[src/rtl/cdb_arbiter_if.sv]
// Common-data-bus arbiter: shared packet type and bus interface.
//   cdb_pkg::writeback_packet_t : {result, dest_tag, is_valid}
//   cdb_arbiter_if              : FU result ports, flush, grants, CDB broadcast, debug pointer
//     master : FU/issue side (drives fu_result, flush)
//     slave  : arbiter side (drives fu_cdb_gnt, cdb_out, rr_ptr_o)
package cdb_pkg;
  typedef struct packed {
    logic [31:0] result;
    logic [5:0]  dest_tag;
    logic        is_valid;
  } writeback_packet_t;
endpackage

interface cdb_arbiter_if #(
  parameter int NUM_FU   = 4,
  parameter int PTR_BITS = $clog2(NUM_FU)
);
  import cdb_pkg::*;

  logic                           flush;
  writeback_packet_t [NUM_FU-1:0] fu_result;
  logic [NUM_FU-1:0]              fu_cdb_gnt;
  writeback_packet_t              cdb_out;
  logic [PTR_BITS-1:0]            rr_ptr_o;

  modport master (output flush, fu_result, input fu_cdb_gnt, cdb_out, rr_ptr_o);
  modport slave  (input flush, fu_result, output fu_cdb_gnt, cdb_out, rr_ptr_o);
endinterface

[src/rtl/cdb_arbiter.sv]
// Round-robin common-data-bus arbiter.
//   clk, rst_n : clock, async active-low reset
//   bus.slave  : fu_result[NUM_FU] requests (is_valid), flush,
//                fu_cdb_gnt (comb one-hot/zero), cdb_out (registered, 1-cycle pulse),
//                rr_ptr_o (search start for the next arbitration)
// FUs hold their packet until granted, so nothing is buffered here.

// Per-FU lane: request qualification and grant-gated packet for the AND-OR mux.
module cdb_lane
  import cdb_pkg::*;
(
  input  logic              flush,
  input  logic              gnt,
  input  writeback_packet_t pkt,
  output logic              req,
  output writeback_packet_t pkt_sel
);
  assign req     = pkt.is_valid & ~flush;
  assign pkt_sel = gnt ? pkt : '0;
endmodule

module cdb_arbiter
  import cdb_pkg::*;
#(
  parameter int NUM_FU   = 4,
  parameter int PTR_BITS = $clog2(NUM_FU)
) (
  input  logic          clk,
  input  logic          rst_n,
  cdb_arbiter_if.slave  bus
);

  if (NUM_FU < 2 || NUM_FU > 8) begin : g_bad_num_fu
    $error("cdb_arbiter: NUM_FU must be 2..8");
  end

  logic [NUM_FU-1:0]              req;
  logic [NUM_FU-1:0]              gnt;
  writeback_packet_t [NUM_FU-1:0] pkt_sel;
  writeback_packet_t              bcast;
  writeback_packet_t              cdb_q;
  logic [PTR_BITS-1:0]            rr_ptr;
  logic [PTR_BITS-1:0]            win;
  logic [PTR_BITS-1:0]            nxt_ptr;
  logic                           found;

  for (genvar i = 0; i < NUM_FU; i++) begin : g_lane
    cdb_lane u_lane (
      .flush   (bus.flush),
      .gnt     (gnt[i]),
      .pkt     (bus.fu_result[i]),
      .req     (req[i]),
      .pkt_sel (pkt_sel[i])
    );
  end

  // Rotating priority search starting at rr_ptr; flush already masks req.
  always_comb begin
    gnt   = '0;
    win   = '0;
    found = 1'b0;
    for (int k = 0; k < NUM_FU; k++) begin
      if (!found && req[(int'(rr_ptr) + k) % NUM_FU]) begin
        found = 1'b1;
        win   = PTR_BITS'((int'(rr_ptr) + k) % NUM_FU);
        gnt[(int'(rr_ptr) + k) % NUM_FU] = 1'b1;
      end
    end
    // Grant must be dead while reset is held even if FUs still request.
    if (!rst_n) gnt = '0;
  end

  // AND-OR mux of the one-hot gated lanes; zero when nothing is granted.
  always_comb begin
    bcast = '0;
    for (int i = 0; i < NUM_FU; i++) begin
      bcast = writeback_packet_t'(bcast | pkt_sel[i]);
    end
    bcast.is_valid = found;
  end

  assign nxt_ptr = (win == PTR_BITS'(NUM_FU - 1)) ? '0 : win + 1'b1;

  always_ff @(posedge clk or negedge rst_n) begin
    if (!rst_n) begin
      cdb_q  <= '0;
      rr_ptr <= '0;
    end else begin
      cdb_q <= bcast;
      if (found) rr_ptr <= nxt_ptr;
    end
  end

  assign bus.fu_cdb_gnt = gnt;
  assign bus.cdb_out    = cdb_q;
  assign bus.rr_ptr_o   = rr_ptr;

endmodule

[src/flat_wrapper.sv]
// flat-port wrapper written by rule: the top's interface ports become plain ports
module cdb_arbiter_flat import cdb_pkg::*;
#(
  parameter int NUM_FU   = 4,
  parameter int PTR_BITS = $clog2(NUM_FU)
)
  (clk, rst_n, bus_flush, bus_fu_result, bus_fu_cdb_gnt, bus_cdb_out, bus_rr_ptr_o);
  cdb_arbiter_if #(.NUM_FU(NUM_FU), .PTR_BITS(PTR_BITS)) bus_i ();
  input  logic clk;
  input  logic rst_n;
  input wire logic [$bits(bus_i.flush)-1:0] bus_flush;
  input wire logic [$bits(bus_i.fu_result)-1:0] bus_fu_result;
  output wire logic [$bits(bus_i.fu_cdb_gnt)-1:0] bus_fu_cdb_gnt;
  output wire logic [$bits(bus_i.cdb_out)-1:0] bus_cdb_out;
  output wire logic [$bits(bus_i.rr_ptr_o)-1:0] bus_rr_ptr_o;
  assign bus_i.flush = bus_flush;
  assign bus_i.fu_result = bus_fu_result;
  assign bus_fu_cdb_gnt = bus_i.fu_cdb_gnt;
  assign bus_cdb_out = bus_i.cdb_out;
  assign bus_rr_ptr_o = bus_i.rr_ptr_o;
  cdb_arbiter #(.NUM_FU(NUM_FU), .PTR_BITS(PTR_BITS)) u_core (.clk(clk), .rst_n(rst_n), .bus(bus_i));
endmodule
[config.mk]
export PLATFORM = sky130hd
export DESIGN_NAME = cdb_arbiter_flat
export DESIGN_NICKNAME = d
export VERILOG_FILES = /design/src/rtl/cdb_arbiter_if.sv /design/src/rtl/cdb_arbiter.sv /design/src/flat_wrapper.sv
export SDC_FILE = /design/constraint.sdc
export NUM_CORES = 1
export LEC_CHECK = 0
export ABC_AREA = 0
export CAP_MARGIN = 0
export CELL_PAD_IN_SITES_DETAIL_PLACEMENT = 1
export CELL_PAD_IN_SITES_GLOBAL_PLACEMENT = 1
export CORE_MARGIN = 4
export CORE_UTILIZATION = 31
export CTS_CLUSTER_DIAMETER = 100
export CTS_CLUSTER_SIZE = 8
export DETAILED_ROUTE_END_ITERATION = 16
export PLACE_DENSITY = 0.89
export SLEW_MARGIN = 20
export SYNTH_ARGS = -nofsm -noshare
export SYNTH_HDL_FRONTEND = slang
export SYNTH_SLANG_ARGS = --single-unit
[constraint.sdc]
create_clock -name clk -period 5.7 [get_ports clk]
set_input_delay 1.14 -clock clk [delete_from_list [all_inputs] [get_ports clk]]
set_output_delay 1.14 -clock clk [all_outputs]
set_load 0.02 [all_outputs]
# Word-level counts from Yosys, hierarchy flattened
# Index checks and enable logic that the tools add are counted.
word_totals:
  reg_bits: 41
  output_inout_bits: 45
  elab_cells: 81
  inputBits: 159
classes:
  n_bitwise: 14
  eq_ne: 1
  n_mux: 37
  magnitude_cmp: 8
  addsub: 4
  reduce_logical: 13
op_table:
  columns: ["cell", "count"]
  rows:
  - ["39-bit 2-to-1 mux", 4]
  - ["39-bit bitwise OR", 3]
  - ["4-bit 2-to-1 mux", 5]
  - ["1-bit 2-to-1 mux", 15]
  - ["3-bit by 4-bit < comparator with 1-bit output, second input constant", 3]
  - ["4-bit bitwise OR", 3]
  - ["2-bit 2-to-1 mux", 5]
  - ["3-bit by 1-bit >= comparator with 1-bit output, second input constant", 3]
  - ["1-bit binary-select mux with 2-bit select", 4]
  - ["1-bit demux with 2-bit select", 4]
  - ["1-bit logical AND", 7]
  - ["2-bit OR reduction", 3]
  - ["2-bit by 1-bit adder with 2-bit output, second input constant", 2]
  - ["2-bit adder, second input constant", 2]
  - ["1-bit AND", 4]
  - ["1-bit AND, first input constant", 3]
  - ["1-bit zero test", 3]
  - ["2-bit by 3-bit < comparator with 1-bit output, second input constant", 1]
  - ["2-bit == test, second input constant", 1]
  - ["2-bit by 1-bit >= comparator with 1-bit output, second input constant", 1]
  - ["1-bit NOT", 1]

# Depth between registers and ports, before layout
depth:
  ltp_word: 19
  depth_mapped: 10
  mapped_depth_nobuf: 7

# Hierarchy
# From an unflattened synthesis, not the netlist that was laid out.
hier_totals:
  hier_cells: 313
  area_unflattened_um2: 2962.8
modules_own_cells:
  columns: ["module", "n_inst", "area_each_um2", "seq_area_each_um2", "cells_per_inst"]
  rows:
  - ["cdb_arbiter", 1, 1831.8, 1026.0, 137]
  - ["cdb_lane", 4, 282.8, 0.0, 44]

# Worst setup path after synthesis
# OpenSTA, ideal clock, no wires.
synth_path:
  path_type: "reg2out"
  from: "reg with a tool-made name"
  to: "out bus_fu_cdb_gnt[0]"
  required_ns: 4.560
  path_stages_with_launch: 11
  t_arrival_ns: 2.994
  setup_slack_ns: 1.566
  n_path_buf: 4
  cell_sequence: "dfrtp_1 buf_4 inv_2 ha_1 mux4_2 and3_1 mux2_2 buf_6 buf_6 o31a_1 buf_4"
synth_lines:
  columns: ["element", "line_no", "rtl"]
  rows:
  - ["to (decl)", "flat_wrapper.sv:13", "output wire logic [$bits(bus_i.fu_cdb_gnt)-1:0] bus_fu_cdb_gnt;"]

# Final worst setup path
layout_path:
  from: "in bus_fu_result[117]"
  to: "out bus_fu_cdb_gnt[1]"
layout_between:
  elab_chain_len: 14
  elab_cells_between_ends: 29
  cone_classes: "mux (19); bitwise (4); reduce/logical (6)"
layout_lines:
  columns: ["element", "line_no", "rtl"]
  rows:
  - ["from (decl)", "flat_wrapper.sv:12", "input wire logic [$bits(bus_i.fu_result)-1:0] bus_fu_result;"]
  - ["1-bit AND (*)", "cdb_arbiter.sv:18", "assign req = pkt.is_valid & ~flush;"]
  - ["1-bit binary-select mux with 2-bit select", "cdb_arbiter.sv:63", "if (!found && req[(int'(rr_ptr) + k) % NUM_FU]) begin"]
  - ["1-bit 2-to-1 mux (not written as such)", "cdb_arbiter.sv:63", null]
  - ["1-bit 2-to-1 mux", "cdb_arbiter.sv:63", null]
  - ["1-bit zero test", "cdb_arbiter.sv:63", null]
  - ["1-bit logical AND", "cdb_arbiter.sv:63", null]
  - ["1-bit 2-to-1 mux", "cdb_arbiter.sv:63", null]
  - ["1-bit zero test", "cdb_arbiter.sv:63", null]
  - ["1-bit logical AND", "cdb_arbiter.sv:63", null]
  - ["1-bit 2-to-1 mux", "cdb_arbiter.sv:63", null]
  - ["1-bit zero test", "cdb_arbiter.sv:63", null]
  - ["1-bit logical AND", "cdb_arbiter.sv:63", null]
  - ["4-bit 2-to-1 mux (*)", "cdb_arbiter.sv:63", null]
  - ["4-bit 2-to-1 mux (*)", "cdb_arbiter.sv:70", "if (!rst_n) gnt = '0;"]
# Mark *: on every way between the ends. The rest lies on a longest branch, timed or not. The select of a mux whose other input is x is not followed.

==> flow_metrics.env <==
export IMPL_endpoint_kind="primary output"
export IMPL_switchingPower_w=0.0009634
export IMPL_cp_required_ns=4.56
export IMPL_worstPathMaxFanout=15
export IMPL_fin_setup_tns_ns=0
export IMPL_slowest_delay_ns=0.78
export IMPL_antenna_left=0
export IMPL_cp_arrival_ns=4.02
export IMPL_worstPathCellList="clkdlybuf4s50_1, mux4_2, and3_1, mux2_2, o31a_1, clkdlybuf4s50_1"
export IMPL_synth_edff_count=0
export IMPL_layout_nets=695
export IMPL_avgSynthCellArea_um2=9.720
export IMPL_tightest_slew_ns=1.022
export IMPL_grt_max_degree=106
export IMPL_totalPowerFinal_w=0.002087
export IMPL_fin_worst_skew_ns=0.004194
export IMPL_clk_pin_slew_ns=0.07
export IMPL_cts_buffers=5
export IMPL_synthXorXnorAreaFrac=0.002371
export IMPL_cpMaxStageDelayCell="mux4_2"
export IMPL_n_fill_cell=1252
export IMPL_grt_antenna_before_repair=0
export IMPL_synth_async_reset_ratio=1.000
export IMPL_reg2reg_to="u_core.bus.cdb_out[25]"
export IMPL_synth_top_cell_by_area="o311ai_1"
export IMPL_wire_per_inst_um=26.71
export IMPL_drive_gt1_frac=0.08318
export IMPL_finalHoldViolCount=0
export IMPL_rsz0062_at_grt="false"
export IMPL_synth_top_family_by_area="compound AO/OA/AOI/OAI gates"
export IMPL_grt_use_met2=0.4193
export IMPL_grt_pass1_wl_mm=26.74
export IMPL_synth_simple_area_share=0.1308
export IMPL_num_antenna_cells=0
export IMPL_ys_warnings_count=0
export IMPL_grt_met3_usage=0.05090
export IMPL_routed_via_count=4544
export IMPL_post_cts_resized=0
export IMPL_hpwl_mm=11.57
export IMPL_use_met1=0.3218
export IMPL_finish_utilization=0.5053
export IMPL_yosys_most_used_dff="dfrtp_1"
export IMPL_port_buffers=203
export IMPL_pwr_density_cell_nw_per_um2=358.7
export IMPL_dp_cells=664
export IMPL_clkSinkCount=41
export IMPL_io_pins=204
export IMPL_max_slew_margin=0.3188
export IMPL_yosysUniqueCellTypes=40
export IMPL_synth_area_top_cells="o311ai_1 (33%), dfrtp_1 (28%), nand4_1 (6.4%), buf_6 (3.0%), o311ai_0 (2.8%)"
export IMPL_synth_compound_area_share=0.4089
export IMPL_rows=39
export IMPL_track_usage=0.2500
export IMPL_vias_per_cell=6.762
export IMPL_busiest_layer="met2"
export IMPL_yosysTopAreaCellShare=0.3343
export IMPL_die_w_um=117.2
export IMPL_worstSetupPathType="primary input to primary output"
export IMPL_critPathMostFrequentCell="clkdlybuf4s50_1"
export IMPL_outcome="finished clean"
export IMPL_synthAdderAreaFrac=0.02710
export IMPL_worst_skew_pair_late_latency_ns=0.29
export IMPL_finalMaxSlewViolations=0
export IMPL_clockBufferDepth=2
export IMPL_switching_share=0.4615
export IMPL_postSynthRegisterBits=41
export IMPL_initial_core_util=0.3207
export IMPL_muxShareOfSynthArea=0.03320
export IMPL_cts_tree="built"
export IMPL_grt_pass1_vias=4615
export IMPL_power_frac_comb=0.622
export IMPL_layout_commonest_cell="clkdlybuf4s50_1"
export IMPL_vdd_ir_drop_worst_mv=0.2729
export IMPL_syn_inst=380
export IMPL_syn_nets=547
export IMPL_core_area_um2=11520
export IMPL_power_frac_seq=0.208
export IMPL_fin_cells=672
export IMPL_dieArea_um2=13730
export IMPL_intPower_w=0.001124
export IMPL_yosysSeqAreaShare=0.2778
export IMPL_reg2reg_slack_ns=1.79
export IMPL_reg2reg_depth=8
export IMPL_cp_top_family="buffers and inverters"
export IMPL_p_clk_frac=0.170
export IMPL_fin_crit_sh=0.9044
export IMPL_cts_setup_buffers=0
export IMPL_cts_htree_levels=2
export IMPL_fmax_mhz=194.0
export IMPL_setup_viol=0
export IMPL_cts_root_buf="clkbuf_16"
export IMPL_final_cell_mix="clkdlybuf4s50_1 (202), o311ai_1 (141), dfrtp_1 (41), nand4_1 (38), buf_4 (13)"
export IMPL_first_pass_iters=5
export IMPL_drt_initial_drc_count=576
export IMPL_area_growth_pct=57.55
export IMPL_pre_cts_ws_ns=0.5670
export IMPL_p_leak_nw=2.227
export IMPL_cp_start_kind="primary input"
export IMPL_place_gp_congestion=0.8439
export IMPL_cp_num_buf_inv=2
export IMPL_die_h_um=117.2
export IMPL_fin_crit_ns=5.155
export IMPL_grt_remaining_overflow=0
export IMPL_drc=0
export IMPL_setup_ws_ns=0.5448
export IMPL_cts_hold_buf=0
export IMPL_drt_total_wl_mm=17.95
export IMPL_max_cap_violations=0
export IMPL_hp_class="primary input to asynchronous set/reset pin"
export IMPL_syn_area_um2=3694
-- area by class of cell --
class                           instances  area [um^2]  share of cell area
Clock buffer                            6        138.9             0.02387
Clock inverter                          2        37.54            0.006450
Inverter                                8        30.03            0.005160
Multi-Input combinational cell        256         2277              0.3913
Sequential cell                        41         1026              0.1763
Tap cell                              143        178.9             0.03075
Timing Repair Buffer                  216         2131              0.3662
-- cell usage after synthesis, types with 2 or more instances --
cell	instances
nor2_1	4
nor4_4	2
clkbuf_1	26
buf_6	10
dfrtp_1	41
ha_1	8
nand4_1	38
nand2_1	7
o311ai_1	141
mux4_2	2
inv_1	7
mux2_2	6
nor3b_1	2
nor4_2	6
buf_4	10
o311ai_0	12
buf_2	15
buf_1	14
and3_1	4
o31a_1	5
-- how the worst max path moves through the flow --
stage / startpoint / to / slack (ns) / cells after the start
after floorplan: flip-flop / bus_fu_cdb_gnt[0] / 1.57 / 10
after global placement: bus_fu_result[117] / bus_fu_cdb_gnt[1] / 0.65 / 6
after detailed placement: bus_fu_result[117] / bus_fu_cdb_gnt[1] / 0.57 / 6
after CTS: bus_fu_result[117] / bus_fu_cdb_gnt[1] / 0.56 / 6
final: bus_fu_result[117] / bus_fu_cdb_gnt[1] / 0.54 / 6
after global routing: flip-flop / bus_fu_cdb_gnt[1] / 0.44 / 7
-- per-stage QoR --
| stage | hold WS, ns | instance area, um^2 |
|---|---|---|
| finish | 0.8501 | 5819 |
| global route | 0.8723 | 5819 |
| CTS | 0.8545 | 5819 |
| detailed placement | 1.046 | 5643 |
| global placement | 0.9728 | 5643 |
| floorplan | 0.8444 | 3694 |
-- power groups by stage --
stage | Clock (W) | Sequential, W | Combinational [W]
floorplan | 0 | 0.000513 | 0.000729
CTS | 0.000363 | 0.000435 | 0.00129
finish | 0.000356 | 0.000433 | 0.00130
global route | 0.000380 | 0.000442 | 0.00138
global placement | 0 | 0.000433 | 0.00124
detailed placement | 0 | 0.000439 | 0.00129
-- state kept, by name (all words and copies together) (netlist names), named ones only --
| register | cells |
|---|---|
| u_core.bus.cdb_out | 39 |
| u_core.bus.rr_ptr_o | 1 |
-- cells by family (layout without fill, tap and decap cells) --
logic type / Yosys count / count (layout)
buffers and inverters: 83 / 232
multiplexers: 9 / 9
AO/OA/AOI/OAI: 168 / 168
adder cells (fa/ha/maj): 8 / 8
XOR/XNOR: 1 / 1
AND/OR/NAND/NOR: 70 / 70
flip-flops: 41 / 41
-- worst register-to-register path, cell delays in order (launching register included) --
cell,delay (ns)
dfrtp_1,0.82
inv_2,0.19
ha_1,0.43
mux4_2,0.77
and3_1,0.30
mux2_2,0.28
buf_4,0.29
o311ai_1,0.48
nand4_1,0.20
-- layer usage --
metal	vias up	wire, um
li1	1977	-
met1	2282	7131
met2	246	8935
met3	39	1351
met4	0	531
met5	-	0
Power figures use the tool's default switching activity.
